===== src/rtl/uart_boot_loader_if.sv =====
// rtl/uart_boot_loader_if.sv - UART byte input and instruction-memory write port bundle
interface uart_boot_loader_if #(
  parameter int ADDR_WIDTH = 8
);
  logic [7:0]            rx_data;
  logic                  rx_valid;
  logic                  mem_we;
  logic [ADDR_WIDTH-1:0] mem_addr;
  logic [31:0]           mem_wdata;

  modport master (
    input  rx_data, rx_valid,
    output mem_we, mem_addr, mem_wdata
  );

  modport slave (
    output rx_data, rx_valid,
    input  mem_we, mem_addr, mem_wdata
  );
endinterface


===== src/rtl/uart_boot_loader.sv =====
// rtl/uart_boot_loader.sv - parses SYNC/LEN/DATA/CHK frames from UART bytes into instruction memory
// Holds the CPU stopped while a frame loads and releases it only after a good checksum.
module uart_boot_loader #(
  parameter int          ADDR_WIDTH     = 8,
  parameter logic [7:0]  SYNC_BYTE      = 8'hA5,
  parameter int          TIMEOUT_CYCLES = 2_000_000
) (
  input  logic                    clk,
  input  logic                    rst_n,
  uart_boot_loader_if.master      bus,
  output logic                    cpu_run_o,
  output logic                    load_busy_o,
  output logic                    load_ok_o,
  output logic                    load_err_o
);

  localparam int              TW       = $clog2(TIMEOUT_CYCLES);
  localparam logic [TW-1:0]   TMO_LAST = TW'(TIMEOUT_CYCLES - 1);
  localparam logic [16:0]     MAX_LEN  = 17'(2 ** ADDR_WIDTH);

  typedef enum logic [2:0] {
    S_IDLE,
    S_LEN_HI,
    S_LEN_LO,
    S_DATA,
    S_CHK
  } state_e;

  state_e                state_q, state_d;
  logic [15:0]           len_q, len_d;
  logic [31:0]           word_q, word_d;
  logic [1:0]            bcnt_q, bcnt_d;
  logic [15:0]           widx_q, widx_d;
  logic [7:0]            chk_q, chk_d;
  logic [TW-1:0]         tmo_q, tmo_d;
  logic                  we_q, we_d;
  logic [ADDR_WIDTH-1:0] addr_q, addr_d;
  logic [31:0]           wdata_q, wdata_d;
  logic                  run_q, run_d;
  logic                  busy_q, busy_d;
  logic                  ok_q, ok_d;
  logic                  err_q, err_d;
  logic                  fail;

  always_ff @(posedge clk or negedge rst_n) begin
    if (!rst_n) begin
      state_q <= S_IDLE;
      len_q   <= '0;
      word_q  <= '0;
      bcnt_q  <= '0;
      widx_q  <= '0;
      chk_q   <= '0;
      tmo_q   <= '0;
      we_q    <= 1'b0;
      addr_q  <= '0;
      wdata_q <= '0;
      run_q   <= 1'b0;
      busy_q  <= 1'b0;
      ok_q    <= 1'b0;
      err_q   <= 1'b0;
    end else begin
      state_q <= state_d;
      len_q   <= len_d;
      word_q  <= word_d;
      bcnt_q  <= bcnt_d;
      widx_q  <= widx_d;
      chk_q   <= chk_d;
      tmo_q   <= tmo_d;
      we_q    <= we_d;
      addr_q  <= addr_d;
      wdata_q <= wdata_d;
      run_q   <= run_d;
      busy_q  <= busy_d;
      ok_q    <= ok_d;
      err_q   <= err_d;
    end
  end

  always_comb begin
    state_d = state_q;
    len_d   = len_q;
    word_d  = word_q;
    bcnt_d  = bcnt_q;
    widx_d  = widx_q;
    chk_d   = chk_q;
    tmo_d   = tmo_q;
    we_d    = 1'b0;
    addr_d  = addr_q;
    wdata_d = wdata_q;
    run_d   = run_q;
    busy_d  = busy_q;
    ok_d    = ok_q;
    err_d   = err_q;
    fail    = 1'b0;

    // An arriving byte always beats the timeout, even on the terminal count.
    if (bus.rx_valid) begin
      tmo_d = '0;
      case (state_q)
        S_IDLE: begin
          if (bus.rx_data == SYNC_BYTE) begin
            state_d = S_LEN_HI;
            busy_d  = 1'b1;
            run_d   = 1'b0;
            ok_d    = 1'b0;
            err_d   = 1'b0;
            chk_d   = '0;
            widx_d  = '0;
            bcnt_d  = '0;
          end
        end
        S_LEN_HI: begin
          len_d[15:8] = bus.rx_data;
          chk_d       = chk_q ^ bus.rx_data;
          state_d     = S_LEN_LO;
        end
        S_LEN_LO: begin
          len_d[7:0] = bus.rx_data;
          chk_d      = chk_q ^ bus.rx_data;
          if ({1'b0, len_q[15:8], bus.rx_data} > MAX_LEN) begin
            fail = 1'b1;
          end else if ({len_q[15:8], bus.rx_data} == 16'd0) begin
            state_d = S_CHK;
          end else begin
            state_d = S_DATA;
          end
        end
        S_DATA: begin
          word_d = {word_q[23:0], bus.rx_data};
          chk_d  = chk_q ^ bus.rx_data;
          bcnt_d = bcnt_q + 2'd1;
          if (bcnt_q == 2'd3) begin
            we_d    = 1'b1;
            addr_d  = widx_q[ADDR_WIDTH-1:0];
            wdata_d = word_d;
            widx_d  = widx_q + 16'd1;
            if (widx_q == len_q - 16'd1) begin
              state_d = S_CHK;
            end
          end
        end
        S_CHK: begin
          if (bus.rx_data == chk_q) begin
            state_d = S_IDLE;
            ok_d    = 1'b1;
            run_d   = 1'b1;
            busy_d  = 1'b0;
          end else begin
            fail = 1'b1;
          end
        end
        default: state_d = S_IDLE;
      endcase
    end else if (state_q != S_IDLE) begin
      if (tmo_q == TMO_LAST) begin
        fail = 1'b1;
      end else begin
        tmo_d = tmo_q + TW'(1);
      end
    end

    if (fail) begin
      state_d = S_IDLE;
      err_d   = 1'b1;
      busy_d  = 1'b0;
      run_d   = 1'b0;
      tmo_d   = '0;
    end
  end

  assign bus.mem_we    = we_q;
  assign bus.mem_addr  = addr_q;
  assign bus.mem_wdata = wdata_q;
  assign cpu_run_o     = run_q;
  assign load_busy_o   = busy_q;
  assign load_ok_o     = ok_q;
  assign load_err_o    = err_q;

endmodule

===== src/flat_wrapper.sv =====
// flat-port wrapper written by rule: the top's interface ports become plain ports
module uart_boot_loader_flat 
#(
  parameter int          ADDR_WIDTH     = 8,
  parameter logic [7:0]  SYNC_BYTE      = 8'hA5,
  parameter int          TIMEOUT_CYCLES = 2_000_000
)
  (clk, rst_n, cpu_run_o, load_busy_o, load_ok_o, load_err_o, bus_rx_data, bus_rx_valid, bus_mem_we, bus_mem_addr, bus_mem_wdata);
  uart_boot_loader_if #(.ADDR_WIDTH(ADDR_WIDTH)) bus_i ();
  input  logic clk;
  input  logic rst_n;
  output logic cpu_run_o;
  output logic load_busy_o;
  output logic load_ok_o;
  output logic load_err_o;
  input wire logic [$bits(bus_i.rx_data)-1:0] bus_rx_data;
  input wire logic [$bits(bus_i.rx_valid)-1:0] bus_rx_valid;
  output wire logic [$bits(bus_i.mem_we)-1:0] bus_mem_we;
  output wire logic [$bits(bus_i.mem_addr)-1:0] bus_mem_addr;
  output wire logic [$bits(bus_i.mem_wdata)-1:0] bus_mem_wdata;
  assign bus_i.rx_data = bus_rx_data;
  assign bus_i.rx_valid = bus_rx_valid;
  assign bus_mem_we = bus_i.mem_we;
  assign bus_mem_addr = bus_i.mem_addr;
  assign bus_mem_wdata = bus_i.mem_wdata;
  uart_boot_loader #(.ADDR_WIDTH(ADDR_WIDTH), .SYNC_BYTE(SYNC_BYTE), .TIMEOUT_CYCLES(TIMEOUT_CYCLES)) u_core (.clk(clk), .rst_n(rst_n), .bus(bus_i), .cpu_run_o(cpu_run_o), .load_busy_o(load_busy_o), .load_ok_o(load_ok_o), .load_err_o(load_err_o));
endmodule

===== config.mk =====
export PLATFORM = sky130hd
export DESIGN_NAME = uart_boot_loader_flat
export DESIGN_NICKNAME = d
export VERILOG_FILES = /design/src/rtl/uart_boot_loader_if.sv /design/src/rtl/uart_boot_loader.sv /design/src/flat_wrapper.sv
export SDC_FILE = /design/constraint.sdc
export NUM_CORES = 1
export LEC_CHECK = 0
export ABC_AREA = 1
export BUFFER_PORTS_ARGS = -buffer_cell sky130_fd_sc_hd__buf_2
export CORE_MARGIN = 3
export CORE_UTILIZATION = 35
export CTS_CLUSTER_DIAMETER = 100
export CTS_CLUSTER_SIZE = 24
export DETAILED_ROUTE_END_ITERATION = 10
export MAX_ROUTING_LAYER = met4
export PLACE_DENSITY_LB_ADDON = 0.25
export REMOVE_ABC_BUFFERS = 1
export SLEW_MARGIN = 0
export SYNTH_ARGS = -nofsm -noshare
export SYNTH_HDL_FRONTEND = slang
export SYNTH_SLANG_ARGS = --single-unit

===== constraint.sdc =====
create_clock -name clk -period 4.2 [get_ports clk]
set_clock_uncertainty 0.05 [all_clocks]
set_input_delay 0.84 -clock clk [delete_from_list [all_inputs] [get_ports clk]]
set_output_delay 0.84 -clock clk [all_outputs]
set_load 0.05 [all_outputs]

; ---- Word-level counts from Yosys, hierarchy flattened
; Cells that the tools add are included.
[classes]
addsub = 4
order_cmp = 1
eq_ne = 18
muxes = 42
bitwise_logic = 1
reduce_logical = 24
[ops]
columns = operator, count
row1 = two-way mux 21 bit, 4
row2 = two-way mux 16 bit, 2
row3 = case mux 16 bit (2 select lines), 1
row4 = two-way mux 3 bit, 8
row5 = adder 21 x 1 -> 21 bit (second input constant), 1
row6 = equality test 21 bit (second input constant), 1
row7 = two-way mux 1 bit, 19
row8 = adder 16 x 1 -> 16 bit (second input constant), 1
row9 = equality test 16 bit, 1
row10 = greater-than comparator 16 x 9 -> 1 bit (second input constant), 1
row11 = logical NOT 16 bit, 1
row12 = case mux 8 bit (2 select lines), 1
row13 = subtractor 16 x 1 -> 16 bit (second input constant), 1
row14 = case mux 3 bit (5 select lines), 1
row15 = != test 3 x 1 -> 1 bit (second input constant), 4
row16 = AND reduction 3 bit, 4
row17 = AND reduction 4 bit, 3
row18 = nonzero test 2 bit, 6
row19 = nonzero test 3 bit, 3
row20 = equality test 8 bit, 1
row21 = equality test 8 bit (second input constant), 1
row22 = two-way mux 8 bit, 1
row23 = AND reduction 2 bit, 4
row24 = XOR 8 bit, 1
row25 = other kinds (13), 19
[totals]
regBits = 135
in_bits = 11
elab_cells = 105

; ---- Longest topological paths before layout
; Gate-level depths: netlist of the first run.
[logic_depth]
word_depth = 7
depth_mapped = 15
ltp_nobuf = 15

; ---- Worst setup path before layout of the first run
; Ideal clock, no wire load.
[synth_timing]
kind = input to register
startpoint = input bus_rx_data[6]
endpoint = register u_core.widx_q[8]
setup_time_ns = 0.074
arrival_ns = 2.047
setup_slack_ns = 2.029
cell_stages = 11
cell_sequence = inv_1 > nand3_1 > nor2_1 > o21ai_4 > o21bai_2 > nor2_2 > nor2_4 > inv_2 > buf_6 > nand4_1 > o21ai_2
[synth_between]
elab_chain_cells = 3
[synth_rtl]
columns = item, line
row1 = start: declaration, flat_wrapper.sv:16  ; input wire logic [$bits(bus_i.rx_data)-1:0] bus_rx_data;
row2 = equality test 8 bit, uart_boot_loader.sv:101  ; if (bus.rx_data == SYNC_BYTE) begin
row3 = != test 2 x 1 -> 1 bit (no line), n/a
row4 = AND reduction 4 bit (no line), n/a
row5 = end signal: assignment, uart_boot_loader.sv:66  ; widx_q <= widx_d;
row6 = end: declaration, uart_boot_loader.sv:33  ; logic [15:0] widx_q, widx_d;
; Every way passes these cells.
; A chain may end at the register's enable or synchronous reset.

; ---- Worst setup path in the final report of the first run
[layout_timing]
startpoint = register u_core.state_q[2]
endpoint = register u_core.wdata_q[4] (netlist: u_core.bus.mem_wdata[4])
[layout_between]
elab_chain_cells = 2
[layout_rtl]
columns = item, line
row1 = start: declaration, uart_boot_loader.sv:29  ; state_e state_q, state_d;
row2 = start signal: assignment, uart_boot_loader.sv:62  ; state_q <= state_d;
row3 = equality test 3 x 2 -> 1 bit, uart_boot_loader.sv:99  ; case (state_q)
row4 = AND reduction 3 bit (no line), n/a
row5 = end signal: assignment, uart_boot_loader.sv:71  ; wdata_q <= wdata_d;
row6 = end: declaration, uart_boot_loader.sv:38  ; logic [31:0] wdata_q, wdata_d;
; Every way passes these cells.

==> results of run 1 <==
==> metrics by stage <==
| step | worst slack, ns | hold slack [ns] | area, µm² | std cells | power (µW) |
|---|---|---|---|---|---|
| 6_report | 1.16 | 0.423 | 7780 | 1114 | 4850 |
| 5_1_grt | 0.898 | 0.452 | 7780 | 1114 | 5190 |
| 4_1_cts | 1.14 | 0.425 | 7780 | 1114 | 4890 |
| 3_5_place_dp | 1.13 | 0.408 | 7180 | 1082 | 3330 |
| 3_3_place_gp | 1.14 | 0.405 | 7180 | 1082 | 3320 |
| 2_1_floorplan | 1.67 | 0.400 | 6570 | 789 | 2920 |
==> cell type report <==
| class | instances | area (µm²) |
|---|---|---|
| well taps | 234 | 293 |
| clock inverters | 11 | 138 |
| inverters | 87 | 327 |
| fillers | 1922 | 11000 |
| repair buffers | 59 | 312 |
| multi-input cells | 567 | 2870 |
| clock buffers | 21 | 470 |
| flip-flops and latches | 135 | 3380 |
==> layout by cell type (no fill, tap or decap), types with 2 or more instances in the layout <==
cell | Yosys | final
nand4_1 | 19 | 19
buf_2 | 7 | 54
buf_4 | 2 | 4
o22ai_1 | 4 | 4
o21a_1 | 2 | 2
o21ai_0 | 58 | 58
ha_1 | 4 | 4
dfrtp_1 | 135 | 135
inv_6 | 0 | 3
nand3_1 | 35 | 35
o31ai_1 | 7 | 7
xor2_1 | 14 | 14
nor3_1 | 18 | 18
a21oi_1 | 9 | 9
clkbuf_8 | 0 | 3
xnor2_1 | 17 | 17
o41ai_1 | 8 | 8
clkinvlp_4 | 0 | 3
nor2_8 | 2 | 2
nor2_4 | 3 | 3
clkbuf_16 | 0 | 17
o21ai_2 | 4 | 4
clkinv_4 | 0 | 2
nor2_2 | 4 | 4
inv_2 | 8 | 8
nand2_1 | 232 | 232
nor4_1 | 11 | 11
and2_1 | 3 | 3
nand3b_1 | 5 | 5
bufinv_16 | 0 | 2
nor2_1 | 61 | 61
o21ai_1 | 33 | 33
o21bai_2 | 2 | 2
inv_1 | 79 | 79
==> where the power goes <==
| group | switching (µW) | leakage, µW | internal [µW] |
|---|---|---|---|
| clock network | 610 | 0.000289 | 933 |
| registers | 260 | 0.00173 | 1610 |
| logic | 990 | 0.00173 | 453 |
| total | 1860 | 0.00375 | 2990 |
==> tightest hold or removal path, delay by kind of cell (launching register included) <==
family           cells  cell delay [ns]
AND/OR/NAND/NOR      2             0.09
flip-flops           1             0.34
==> registers in the layout, summed over array words and instances, names as in the netlist <==
signal and flops:
u_core.bus.mem_wdata 32, u_core.bcnt_q 2, u_core.load_err_o 1, u_core.load_busy_o 1, u_core.chk_q 8, u_core.load_ok_o 1, u_core.word_q 24, u_core.bus.mem_addr 8
u_core.bus.mem_we 1, u_core.widx_q 16, u_core.state_q 3, u_core.cpu_run_o 1, u_core.tmo_q 21, u_core.len_q 16
==> routing by layer <==
layer	vias up	routed length, µm
met5	-	0
met4	0	210
met3	16	718
met2	116	7520
met1	2620	8170
li1	2783	-
==> kinds of logic after synthesis <==
logic type	after synthesis
AOI/OAI and AO/OA	135
xor gates and xnor gates	31
adders and majority gates	4
buffers and inverters	113
DFF	135
muxes	1
and+or+nand+nor	396
==> path summary, 6_finish.rpt <==
path / startpoint / end / slack [ns] / cells after the start
max in group asynchronous: rst_n / u_core.bus.mem_addr[5] / 2.74 / 2
worst max register to register: u_core.state_q[2] / u_core.bus.mem_wdata[4] / 1.16 / 11
worst min-delay path: u_core.bus.mem_wdata[17] / u_core.bus.mem_wdata[17] / 0.42 / 2
worst max-delay path: u_core.state_q[2] / u_core.bus.mem_wdata[4] / 1.16 / 11
worst min register to register: u_core.bus.mem_wdata[17] / u_core.bus.mem_wdata[17] / 0.42 / 2
min in group asynchronous: rst_n / u_core.widx_q[11] / 0.46 / 1
==> results.sh, run 1 <==
export IMPL_worstPathMaxFanout=38
export IMPL_cts_htree_levels=4
export IMPL_async_flop_share_pct=100
export IMPL_boundaryPins=56
export IMPL_biggest_area_consumer_among_synthesized_cells="dfrtp_1"
export IMPL_die_width_um=145
export IMPL_rsz0062_at_grt="no"
export IMPL_quantity_of_i_o_buffers_inserted_on_ports=55
export IMPL_synth_cell_area_um2=6720
export IMPL_synth_area_in_compound_gates_pct=11.9
export IMPL_chipHeight_um=145
export IMPL_grt_met2_usage_pct=26.3
export IMPL_yosys_cell_count_top_type="nand2_1"
export IMPL_post_route_cells_drive_above_1_share_pct=13.2
export IMPL_crit_type="flip-flop to flip-flop"
export IMPL_setup_viol=0
export IMPL_core_region_area_um2=18800
export IMPL_insertion_delay_ns=0.42
export IMPL_routed_wirelength_um=16600
export IMPL_post_synth_num_cell_types=43
export IMPL_groute_layer_met1_usage_pct=24.7
export IMPL_maxCapViolations=0
export IMPL_clockBufferDepth=2
export IMPL_hold_buffers=0
export IMPL_clock_sinks=135
export IMPL_layout_core_utilization_pct=41.5
export IMPL_yosys_register_bits=135
export IMPL_max_stage_delay_ns=0.71
export IMPL_p_leak_uw=0.00375
export IMPL_power_density_nw_per_um2=623
export IMPL_post_cts_buffers=0
export IMPL_power_ir_vdd_worst_uv=336
export IMPL_drt_iter0_markers=355
export IMPL_die_area_um2=20900
export IMPL_synth_edff_count=0
export IMPL_synth_flop_cell="dfrtp_1"
export IMPL_first_global_vias=5488
export IMPL_critPathBufInv=5
export IMPL_crit_arrival_ns=3.34
export IMPL_maxSlewHeadroom_pct=41.4
export IMPL_slew_violations=0
export IMPL_worstMarginPinSlew_ns=0.879
export IMPL_grt_start_max_net_pins=93
export IMPL_area_share_of_xor_xnor_cells_in_the_synthesized_design_pct=4.04
export IMPL_start_util_pct=35.8
export IMPL_post_drt_wl_per_cell_um=14.9
export IMPL_syn_to_final_growth_pct=15.8
export IMPL_nets=882
export IMPL_synth_top_family_by_area="simple AND/OR/NAND/NOR gates"
export IMPL_worst_setup_path_end_kind="flip-flop"
export IMPL_share_of_synthesized_area_spent_on_multiplexers_pct=0.149
export IMPL_min_delay_path_class="flip-flop to flip-flop"
export IMPL_gpl_final_weighted_congestion=0.876
export IMPL_startpoint_type="flip-flop"
export IMPL_worst_path_most_repeated_cell="inv_2"
export IMPL_post_cts_resize_count=0
export IMPL_final_period_minus_worst_setup_slack_ns=3.04
export IMPL_fraction_of_the_mapped_netlist_area_in_simple_logic_gates_pct=25.8
export IMPL_diodes=0
export IMPL_syn_area_per_cell_um2=8.25
export IMPL_final_period_utilization_pct=72.4
export IMPL_drt_vias_per_instance=4.97
export IMPL_cp_top_family="buffers and inverters"
export IMPL_antenna_violations_before_repair=0
export IMPL_yosysWarningCount=0
export IMPL_grt_pass1_wl_um=28300
export IMPL_library_cell_contributing_the_largest_single_delay_on_the_critical_path="dfrtp_1"
export IMPL_part_of_the_yosys_area_used_for_sequential_elements_pct=50.2
export IMPL_rows=50
export IMPL_fmax_ghz=0.329
export IMPL_critical_path_cell_sequence="nor2_2 > inv_2 > nor2_4 > inv_2 > nor2_8 > inv_2 > nor2_8 > inv_2 > buf_4 > nand2_1 > o21ai_1"
export IMPL_synth_area_leaders="dfrtp_1 (50%), nand2_1 (13%), inv_1 (4.4%)"
export IMPL_tritoncts_num_buffers=17
export IMPL_cts_root_buf="clkbuf_16"
export IMPL_globalRouteTotalUtil_pct=17.7
export IMPL_path_clk_slew_ns=0.06
export IMPL_post_synth_top_area_fraction_pct=50.2
export IMPL_globalRoute_totalOverflow=0
export IMPL_gr_util_met3_pct=3.31
export IMPL_drt_pass1_iter_count=7
export IMPL_post_dp_hpwl_um=11800
export IMPL_synth_common_cells="nand2_1 (232), dfrtp_1 (135), inv_1 (79)"
export IMPL_grt_most_used_layer="met2"
export IMPL_route_vias_total=5535
export IMPL_synthCells=815
export IMPL_cp_data_required_time_ns=4.50
export IMPL_tritoncts="done"
export IMPL_hold_viol=0
export IMPL_final_ant_viol_nets=0
export IMPL_drcViolationCount=0
export IMPL_setup_tns_final_ns=0
export IMPL_status="finished clean"
export IMPL_yosys_area_share_adder_pct=0.744
Power figures use the tool's default switching activity.
==> run 2, diff against run 1 <==
--- a/config.mk
+++ b/config.mk
@@ -5,7 +5,7 @@
 export SDC_FILE = /design/constraint.sdc
 export NUM_CORES = 1
 export LEC_CHECK = 0
-export ABC_AREA = 1
+export ABC_AREA = 0
 export BUFFER_PORTS_ARGS = -buffer_cell sky130_fd_sc_hd__buf_2
 export CORE_MARGIN = 3
 export CORE_UTILIZATION = 35
==> constraint.sdc (replaced) <==
create_clock -name clk -period 2.8 [get_ports clk]
set_clock_uncertainty 0.05 [all_clocks]
set_input_delay 0.56 -clock clk [delete_from_list [all_inputs] [get_ports clk]]
set_output_delay 0.56 -clock clk [all_outputs]
set_load 0.05 [all_outputs]
==> run 2 against run 1 <==
  * Cell area is 0.77% lower
  * Total power grew 41%
  * Synthesized area decreased by 4.2%
  * Sequential share of layout area is 0.34 points higher
  * Die area decreased by 4.1%
  * Fmax increased by 12%
  * Utilization rose by 2.3 points
  * Final cell count decreased by 13%
==> results.sh, run 2 <==
export IMPL_synth_flop_cell="dfrtp_1"
export IMPL_final_ant_viol_nets=0
export IMPL_die_width_um=142
export IMPL_core_region_area_um2=17700
export IMPL_startpoint_type="flip-flop"
export IMPL_largest_register_ff_count=32
export IMPL_cts_htree_levels=4
export IMPL_insertion_delay_ns=0.42
export IMPL_drt_vias_per_instance=5.10
export IMPL_p_leak_uw=0.00370
export IMPL_synth_edff_count=0
export IMPL_final_period_minus_worst_setup_slack_ns=2.73
export IMPL_layout_core_utilization_pct=43.7
export IMPL_crit_arrival_ns=2.97
export IMPL_first_global_vias=4902
export IMPL_crit_start="u_core.len_q[0]"
export IMPL_worstMarginPinSlew_ns=0.562
export IMPL_worst_setup_path_end_kind="flip-flop"
export IMPL_antenna_violations_before_repair=0
export IMPL_syn_area_per_cell_um2=9.67
export IMPL_synth_common_cells="nand2_1 (154), dfrtp_1 (135), nor2_1 (52)"
export IMPL_post_drt_wl_per_cell_um=15.4
export IMPL_slew_violations=0
export IMPL_grt_pass1_wl_um=25400
export IMPL_tritoncts="done"
export IMPL_syn_to_final_growth_pct=19.9
export IMPL_path_clk_slew_ns=0.06
export IMPL_critPathBufInv=1
export IMPL_mostFrequentLayoutCells="nand2_1 (154), dfrtp_1 (135), buf_2 (54), nor2_1 (52), o21ai_0 (37)"
export IMPL_maxSlewHeadroom_pct=62.3
export IMPL_post_dp_hpwl_um=10600
export IMPL_critical_path_cell_sequence="inv_1 > ha_4 > nor4b_4 > and4_1 > a211o_1 > a21oi_1 > or4_4 > o31a_1 > a32o_2"
export IMPL_min_delay_path_class="input port to async pin"
export IMPL_globalRoute_totalOverflow=0
export IMPL_drt_iter0_markers=313
export IMPL_part_of_the_yosys_area_used_for_sequential_elements_pct=52.5
export IMPL_max_stage_delay_ns=0.52
export IMPL_yosys_register_bits=135
export IMPL_diodes=0
export IMPL_clock_sinks=135
export IMPL_yosysWarningCount=0
export IMPL_setup_viol=0
export IMPL_rows=48
export IMPL_die_area_um2=20100
export IMPL_drcViolationCount=0
export IMPL_placed_cells_incl_taps=939
export IMPL_tritoncts_num_buffers=17
export IMPL_routed_wirelength_um=15000
export IMPL_fmax_ghz=0.367
export IMPL_power_density_nw_per_um2=888
export IMPL_start_util_pct=36.5
export IMPL_library_cell_contributing_the_largest_single_delay_on_the_critical_path="or4_4"
export IMPL_hold_buffers=0
export IMPL_final_period_utilization_pct=97.3
export IMPL_post_synth_num_cell_types=52
export IMPL_boundaryPins=56
export IMPL_timing_rr_start="u_core.len_q[0]"
export IMPL_nets=750
export IMPL_grt_start_max_net_pins=59
export IMPL_hold_viol=0
export IMPL_cp_data_required_time_ns=3.05
export IMPL_gpl_final_weighted_congestion=0.877
export IMPL_crit_type="flip-flop to flip-flop"
export IMPL_biggest_area_consumer_among_synthesized_cells="dfrtp_1"
export IMPL_globalRouteTotalUtil_pct=16.3
export IMPL_instances_no_fill=970
export IMPL_worstPathMaxFanout=5
export IMPL_cp_top_family="simple AND/OR/NAND/NOR gates"
export IMPL_layout_cells_most_common="nand2_1"
export IMPL_maxCapViolations=0
export IMPL_post_synth_top_area_fraction_pct=52.5
export IMPL_yosys_cell_count_top_type="nand2_1"
export IMPL_clockBufferDepth=2
export IMPL_synth_area_leaders="dfrtp_1 (52%), nand2_1 (9.0%), mux2_2 (6.3%)"
export IMPL_power_ir_vdd_worst_uv=565
export IMPL_status="finished clean"
export IMPL_chipHeight_um=142
export IMPL_drt_pass1_iter_count=5
export IMPL_quantity_of_i_o_buffers_inserted_on_ports=55
export IMPL_route_vias_total=4951
export IMPL_cts_root_buf="clkbuf_16"
export IMPL_total_power_uw=6860
export IMPL_slack_of_the_worst_reg_to_reg_path_ns=0.07
export IMPL_async_flop_share_pct=100
export IMPL_post_route_cells_drive_above_1_share_pct=22.0
export IMPL_synthCells=666
export IMPL_synth_cell_area_um2=6440
run 2: cell types whose count changed after synthesis, moves of 8 or more:
cell / before / now
inv_1: 79 / 9
o21ai_0: 58 / 37
nand3_1: 35 / 14
nand2_1: 232 / 154
xor2_1: 14 / 23
mux2_2: 0 / 36
o41ai_1: 8 / 0
clkbuf_1: 11 / 23
nand2b_1: 0 / 11
o21ai_1: 33 / 0
nor2_1: 61 / 52
run 2: worst paths after layout:
check	depth (start not counted)	endpoint
max in group asynchronous	2	u_core.tmo_q[8]
max reg2reg	9	u_core.state_q[1]
min	1	u_core.bus.mem_wdata[16]
min reg2reg	2	u_core.bus.mem_wdata[27]
max	9	u_core.state_q[1]
min in group clk	2	u_core.bus.mem_wdata[27]
run 2: per-layer routing:
| metal | GRT usage [%] | up-vias | routed length (µm) |
|---|---|---|---|
| li1 | - | 2411 | - |
| met3 | 3.07 | 17 | 512 |
| met1 | 21.2 | 2444 | 7170 |
| met5 | - | - | 0 |
| met4 | 6.06 | 0 | 199 |
| met2 | 25.6 | 79 | 7100 |
run 2: worst reg2reg max path, stage by stage (launching register included):
cell and delay, ns:
dfrtp_1 0.40, inv_1 0.11, ha_4 0.16, nor4b_4 0.32
and4_1 0.28, a211o_1 0.13, a21oi_1 0.06, or4_4 0.52
o31a_1 0.31, a32o_2 0.27
run 2: layout make-up:
class                      instances  area, µm²
tap                              225        282
sequential                       135       3380
clock inverter                     7       95.1
fill                            1727       9930
clock buffer                      22        484
timing repair buffer              84        524
inverter                          10       37.5
multi-input combinational        487       2920
run 2: stage by stage:
step                      hold slack [ns]  instance area [µm²]  setup slack [ns]  setup TNS [ns]
after detailed placement            0.407                 7080            0.0290               0
after CTS                          0.0744                 7660            0.0485               0
after global placement              0.389                 7080            0.0834               0
after floorplan                     0.214                 6290            -0.685          -15.29
after global routing                0.102                 7720           -0.0658         -0.0658
final                              0.0690                 7720            0.0749               0
run 2: logic make-up after synthesis:
| logic type | Yosys count | share of synthesized area, % |
|---|---|---|
| AND/OR/NAND/NOR | 315 | 23.0 |
| flip-flops | 135 | 52.5 |
| AO/OA/AOI/OAI | 81 | 7.52 |
| XOR/XNOR | 45 | 6.12 |
| buffers and inverters | 44 | 2.88 |
| multiplexers | 42 | 7.23 |
| adder cells (fa/ha/maj) | 4 | 0.777 |
run 2: where the power goes:
part / switching (µW) / total (µW) / internal (µW)
Sequential: 410 / 2790 / 2380
Combinational: 1070 / 1870 / 807
Clock: 803 / 2190 / 1390
Total: 2280 / 6860 / 4580
run 2: what timing repair did:
action                     in CTS  in global routing
setup endpoints to repair       0                  3
setup buffers                   0                  2
gates resized for setup         0                  8
